## src/rtl/alu_issue_ctrl.sv

```systemverilog
// ---------------------------------------------------------------------------
// alu_issue_ctrl
// Sequential front end for a combinational ALU. It accepts an operation
// request over a valid/ready handshake and reads both operands from a local
// register file. It presents operands, opcode and carry-in to the ALU as
// registered signals, then captures the ALU result. The result is written
// back to the register file and returned over a response handshake.
//
// Ports
//   clk         single clock, all state on the rising edge
//   rst_n       synchronous active-low reset
//   req_valid   request present            req_ready   accepting (IDLE only)
//   req_op      ALU opcode (000 MOV .. 111 SLT)
//   req_rs1/2   operand register indices   req_rd      destination index
//   req_cin     carry-in for ADD/SUB
//   alu_in1/2   registered operands to the ALU
//   alu_mux     registered opcode to the ALU
//   alu_cin     registered carry-in to the ALU
//   alu_res     ALU result                 alu_cout    ALU carry-out
//   resp_valid  result available           resp_ready  consumer accepts
//   resp_data   result value               resp_carry  carry (ADD/SUB only)
//   wr_en/wr_addr/wr_data  register preload, honoured only in IDLE
//   wr_drop     sticky flag: a preload arrived outside IDLE
// ---------------------------------------------------------------------------
module alu_issue_ctrl #(
    parameter  int N    = 32,
    parameter  int REGS = 8,
    localparam int AW   = $clog2(REGS)
) (
    input  logic          clk,
    input  logic          rst_n,
    input  logic          req_valid,
    output logic          req_ready,
    input  logic [2:0]    req_op,
    input  logic [AW-1:0] req_rs1,
    input  logic [AW-1:0] req_rs2,
    input  logic [AW-1:0] req_rd,
    input  logic          req_cin,
    output logic [N-1:0]  alu_in1,
    output logic [N-1:0]  alu_in2,
    output logic [2:0]    alu_mux,
    output logic          alu_cin,
    input  logic [N-1:0]  alu_res,
    input  logic          alu_cout,
    output logic          resp_valid,
    input  logic          resp_ready,
    output logic [N-1:0]  resp_data,
    output logic          resp_carry,
    input  logic          wr_en,
    input  logic [AW-1:0] wr_addr,
    input  logic [N-1:0]  wr_data,
    output logic          wr_drop
);

    localparam logic [2:0] OP_ADD = 3'b010;
    localparam logic [2:0] OP_SUB = 3'b100;

    typedef enum logic [1:0] {
        ST_IDLE = 2'd0,
        ST_OPER = 2'd1,
        ST_EXEC = 2'd2,
        ST_RESP = 2'd3
    } state_t;

    state_t        r_state;
    logic [N-1:0]  r_rf [REGS];
    logic [2:0]    r_op;
    logic [AW-1:0] r_rs1;
    logic [AW-1:0] r_rs2;
    logic [AW-1:0] r_rd;
    logic          r_cin;
    logic          r_req_ready;
    logic [N-1:0]  r_alu_in1;
    logic [N-1:0]  r_alu_in2;
    logic [2:0]    r_alu_mux;
    logic          r_alu_cin;
    logic          r_resp_valid;
    logic [N-1:0]  r_resp_data;
    logic          r_resp_carry;
    logic          r_wr_drop;

    logic [N-1:0]  w_rs1_data;
    logic [N-1:0]  w_rs2_data;
    logic          w_carry_op;

    // Register 0 is hardwired to zero on the read side as well as never written.
    assign w_rs1_data = (r_rs1 == '0) ? '0 : r_rf[r_rs1];
    assign w_rs2_data = (r_rs2 == '0) ? '0 : r_rf[r_rs2];
    assign w_carry_op = (r_op == OP_ADD) || (r_op == OP_SUB);

    // Issue FSM, register file and all registered outputs.
    always_ff @(posedge clk) begin
        if (!rst_n) begin
            r_state      <= ST_IDLE;
            for (int i = 0; i < REGS; i++) begin
                r_rf[i] <= '0;
            end
            r_op         <= 3'b000;
            r_rs1        <= '0;
            r_rs2        <= '0;
            r_rd         <= '0;
            r_cin        <= 1'b0;
            r_req_ready  <= 1'b1;
            r_alu_in1    <= '0;
            r_alu_in2    <= '0;
            r_alu_mux    <= 3'b000;
            r_alu_cin    <= 1'b0;
            r_resp_valid <= 1'b0;
            r_resp_data  <= '0;
            r_resp_carry <= 1'b0;
            r_wr_drop    <= 1'b0;
        end else begin
            case (r_state)
                ST_IDLE: begin
                    // Preload lands at the request edge so the OPER read sees it.
                    if (wr_en && (wr_addr != '0)) begin
                        r_rf[wr_addr] <= wr_data;
                    end
                    if (req_valid) begin
                        r_op        <= req_op;
                        r_rs1       <= req_rs1;
                        r_rs2       <= req_rs2;
                        r_rd        <= req_rd;
                        r_cin       <= req_cin;
                        r_req_ready <= 1'b0;
                        r_state     <= ST_OPER;
                    end
                end
                ST_OPER: begin
                    r_alu_in1 <= w_rs1_data;
                    r_alu_in2 <= w_rs2_data;
                    r_alu_mux <= r_op;
                    r_alu_cin <= r_cin;
                    r_state   <= ST_EXEC;
                end
                ST_EXEC: begin
                    r_resp_data  <= alu_res;
                    r_resp_carry <= alu_cout & w_carry_op;
                    r_resp_valid <= 1'b1;
                    if (r_rd != '0) begin
                        r_rf[r_rd] <= alu_res;
                    end
                    r_state <= ST_RESP;
                end
                ST_RESP: begin
                    if (resp_ready) begin
                        r_resp_valid <= 1'b0;
                        r_req_ready  <= 1'b1;
                        r_state      <= ST_IDLE;
                    end
                end
                default: begin
                    r_resp_valid <= 1'b0;
                    r_req_ready  <= 1'b1;
                    r_state      <= ST_IDLE;
                end
            endcase
            // A preload outside IDLE is discarded and remembered until reset.
            if (wr_en && (r_state != ST_IDLE)) begin
                r_wr_drop <= 1'b1;
            end
        end
    end

    assign req_ready  = r_req_ready;
    assign alu_in1    = r_alu_in1;
    assign alu_in2    = r_alu_in2;
    assign alu_mux    = r_alu_mux;
    assign alu_cin    = r_alu_cin;
    assign resp_valid = r_resp_valid;
    assign resp_data  = r_resp_data;
    assign resp_carry = r_resp_carry;
    assign wr_drop    = r_wr_drop;

endmodule

```

## config.mk

```make
export PLATFORM = sky130hd
export DESIGN_NAME = alu_issue_ctrl
export DESIGN_NICKNAME = d
export VERILOG_FILES = /design/src/rtl/alu_issue_ctrl.sv
export SDC_FILE = /design/constraint.sdc
export NUM_CORES = 1
export LEC_CHECK = 0
export ABC_CLOCK_PERIOD_IN_PS = 8800
export BUFFER_PORTS_ARGS = -buffer_cell sky130_fd_sc_hd__buf_2
export CORE_ASPECT_RATIO = 2
export CORE_MARGIN = 5
export CORE_UTILIZATION = 62
export CTS_CLUSTER_DIAMETER = 30
export DETAILED_ROUTE_END_ITERATION = 10
export PLACE_DENSITY = 0.84
export SETUP_SLACK_MARGIN = 0.5
export SLEW_MARGIN = 20
export SYNTH_ARGS = -nofsm -noshare
export SYNTH_HDL_FRONTEND = slang
export SYNTH_SLANG_ARGS = --single-unit
```

## constraint.sdc

```tcl
create_clock -name clk -period 8.8 [get_ports clk]
set_input_delay 0.44 -clock clk [delete_from_list [all_inputs] [get_ports clk]]
set_output_delay 0.44 -clock clk [all_outputs]
set_load 0.02 [all_outputs]
```

==> metrics.md <==
| Metric | Value |
|---|---|
| Critical path launch point type | register |
| Finished Core Util | 71.93% |
| Area Overhead vs Synth | 14.46% |
| Hold_buf cts | 0 |
| Vias in the first global route | 12850 |
| DRT Pass-1 Iters | 5 |
| Max Clk Rate | 249.2 MHz |
| Largest net degree at the start of global routing | 70 |
| I/O Buffers | 189 |
| Io pins | 190 |
| Antenna diodes | 0 |
| Hold Crit Class | input pin to register |
| Final worst slack | 4.787 ns |
| Total Wirelength | 45.79 mm |
| Cts repair resizes | 0 |
| DR DRC count | 0 |
| GRT Util Overall | 28.86% |
| Worst relative slew slack | 27.97% |
| Clock Latency Late Sink | 0.54 ns |
| DR WL/cell | 23.85 um |
| Initial antenna violation count | 0 |
| Fillers | 1829 |
| ANT nets after route | 0 |
| Pre-CTS setup slack | 4.829 ns |
| Max IR drop VDD | 0.2585 mV |
| Outcome | finished clean |
| Endpoints failing setup | 0 |
| Final Max Slew Viols | 0 |
| DR vias/cell | 6.336 |
| Most common cell after layout, fill and taps aside | nor2_1 |
| Least-Margin Pin Slew | 1.080 ns |
| CP Capture Type | register |
| Seq/Total Area, Yosys | 58.87% |
| CTS H-tree depth | 2 |
| Cell Area, Synth | 17310 um2 |
| Via count | 12166 |
| R2r worst-path depth | 6 |
| Setup CP Type | register to register |
| Yosys cell types | 34 |
| Syn Inst Count | 1368 |
| Share of post-route cells with drive strength above 1 | 30.61% |
| Top FF cell, synth | edfxtp_1 |
| CTS tree | done |
| Post-synth EDFFs | 256 |
| Post CTS Setup Buffer Count | 0 |
| TritonCTS Buffers | 38 |
| Deepest clock path buffer count | 3 |
| Final Hold Fails | 0 |
| Placed Instances | 1852 |
| Fin crit share | 45.61% |
| Die X | 128.2 um |
| Setup total negative slack | 0 ns |
| CTS sink count | 381 |
| Final Non-Filler Cells | 1920 |
| First-pass GRT wire length | 69.65 mm |
| PD cells | 256.4 nW/um2 |
| Setup slack, reg-to-reg | 4.79 ns |
| Reg clk slew, reported paths | 0.07 ns |
| Starting Density | 62.84% |
| Core area | 27550 um2 |
| Die Y | 246.3 um |
| Die area | 31560 um2 |
| Initial DRC Count | 1183 |
| Final Critical Period | 4.013 ns |
| Grt ovf | 0 |
| Critical path data required time | 8.95 ns |
| Data arrival, critical path | 4.16 ns |
| GP Congestion | 0.8414 |
| Most frequent cells in the layout | nor2_1, edfxtp_1, buf_2, mux2_2, dfxtp_1 |
| Ys async rst share | 0% |
| Worst Hold Depth | 3 |
| RSZ-0062 raised after global routing | false |
| HPWL Detailed | 27.07 mm |
| Highest net fanout along the worst path | 37 |
| Synthesized area per cell | 12.65 um2 |
| Seq cells post-synth | 381 |
| Max Cap Viol | 0 |
| Fin nets | 1630 |
| Leak | 7.670 nW |
| Yosys Warn Count | 0 |
| Core Rows | 86 |
| Final clock skew | 0.02357 ns |
| Root buf cell | clkbuf_16 |
-- sequential cells by signal, indices dropped and copies added, names as in the netlist, named ones only --
signal / cells
r_cin: 1
wr_drop: 1
r_rs1: 3
resp_valid: 1
r_op: 3
r_rf: 256
alu_in1: 32
alu_mux: 3
req_ready: 1
r_rd: 3
r_state: 2
resp_carry: 1
alu_cin: 1
r_rs2: 3
alu_in2: 32
resp_data: 32
-- worst paths after layout --
| kind | startpoint | end |
|---|---|---|
| max | r_state[0] | r_rf[3][10] |
| min | req_op[1] | r_op[1] |
| max reg2reg | r_state[0] | r_rf[3][10] |
| min reg2reg | alu_in1[25] | alu_in1[25] |
-- routing by layer --
metal,vias up,wire [um],global-route usage [%]
met5,-,0,0
li1,5322,-,-
met3,197,3719,4.600
met4,0,2716,17.06
met1,5890,14690,31.47
met2,757,24670,51.99
-- logic make-up after synthesis --
logic type	share of synthesized area, %
xor+xnor	0.05061
fa+ha+maj	0.2892
simple gates	11.10
mux	20.67
compound gates	6.224
other cells	0.02166
buf+inv	2.776
flops	58.87
-- cell usage after synthesis (all sizes together), types with 3 or more instances --
cell type | instances | area (um2)
nor2 | 267 | 1002
edfxtp | 256 | 7687
dfxtp | 125 | 2502
mux2 | 124 | 1396
nand2 | 101 | 379.1
mux2i | 74 | 740.7
nor2b | 65 | 406.6
mux4 | 64 | 1441
o22ai | 62 | 387.9
o31ai | 62 | 465.5
buf | 56 | 285.3
clkbuf | 47 | 176.4
a21oi | 18 | 90.09
o211ai | 7 | 52.55
inv | 5 | 18.77
nand3 | 5 | 25.02
ha | 4 | 50.05
nand2b | 4 | 25.02
o311ai | 3 | 26.28
-- per-stage QoR --
stage | total power, mW | instance area (um2) | hold slack, ns
4_1_cts | 5.075 | 19810 | 0.1199
2_1_floorplan | 3.112 | 17430 | 0.4360
3_3_place_gp | 3.450 | 18580 | 0.4321
3_5_place_dp | 3.487 | 18580 | 0.4382
5_1_grt | 5.264 | 19810 | 0.1391
6_report | 5.081 | 19810 | 0.1356
-- layout make-up --
| class | count | area, um2 | area share, % |
|---|---|---|---|
| inverter | 5 | 21.27 | 0.1074 |
| multi-input combinational | 910 | 6860 | 34.63 |
| sequential | 381 | 10200 | 51.48 |
| clock inverter | 22 | 200.2 | 1.010 |
| timing repair buffer | 204 | 1059 | 5.343 |
| tap | 352 | 440.4 | 2.223 |
| clock buffer | 46 | 1032 | 5.210 |
-- worst max-delay path: stages, from the launching register on --
cell and delay, ns:
dfxtp_1 0.34, inv_1 0.09, ha_2 0.27, buf_4 0.60, a32o_1 0.39, nand3_2 0.76
nand2_2 1.14
-- power breakdown --
part / switching, mW / total (mW) / leakage, nW / internal [mW]
Combinational: 0.735 / 1.23 / 3.43 / 0.494
Clock: 0.719 / 1.61 / 0.589 / 0.886
Sequential: 0.141 / 2.25 / 3.65 / 2.10
Total: 1.60 / 5.08 / 7.67 / 3.49
No activity file was read; power rests on OpenSTA's default activity.
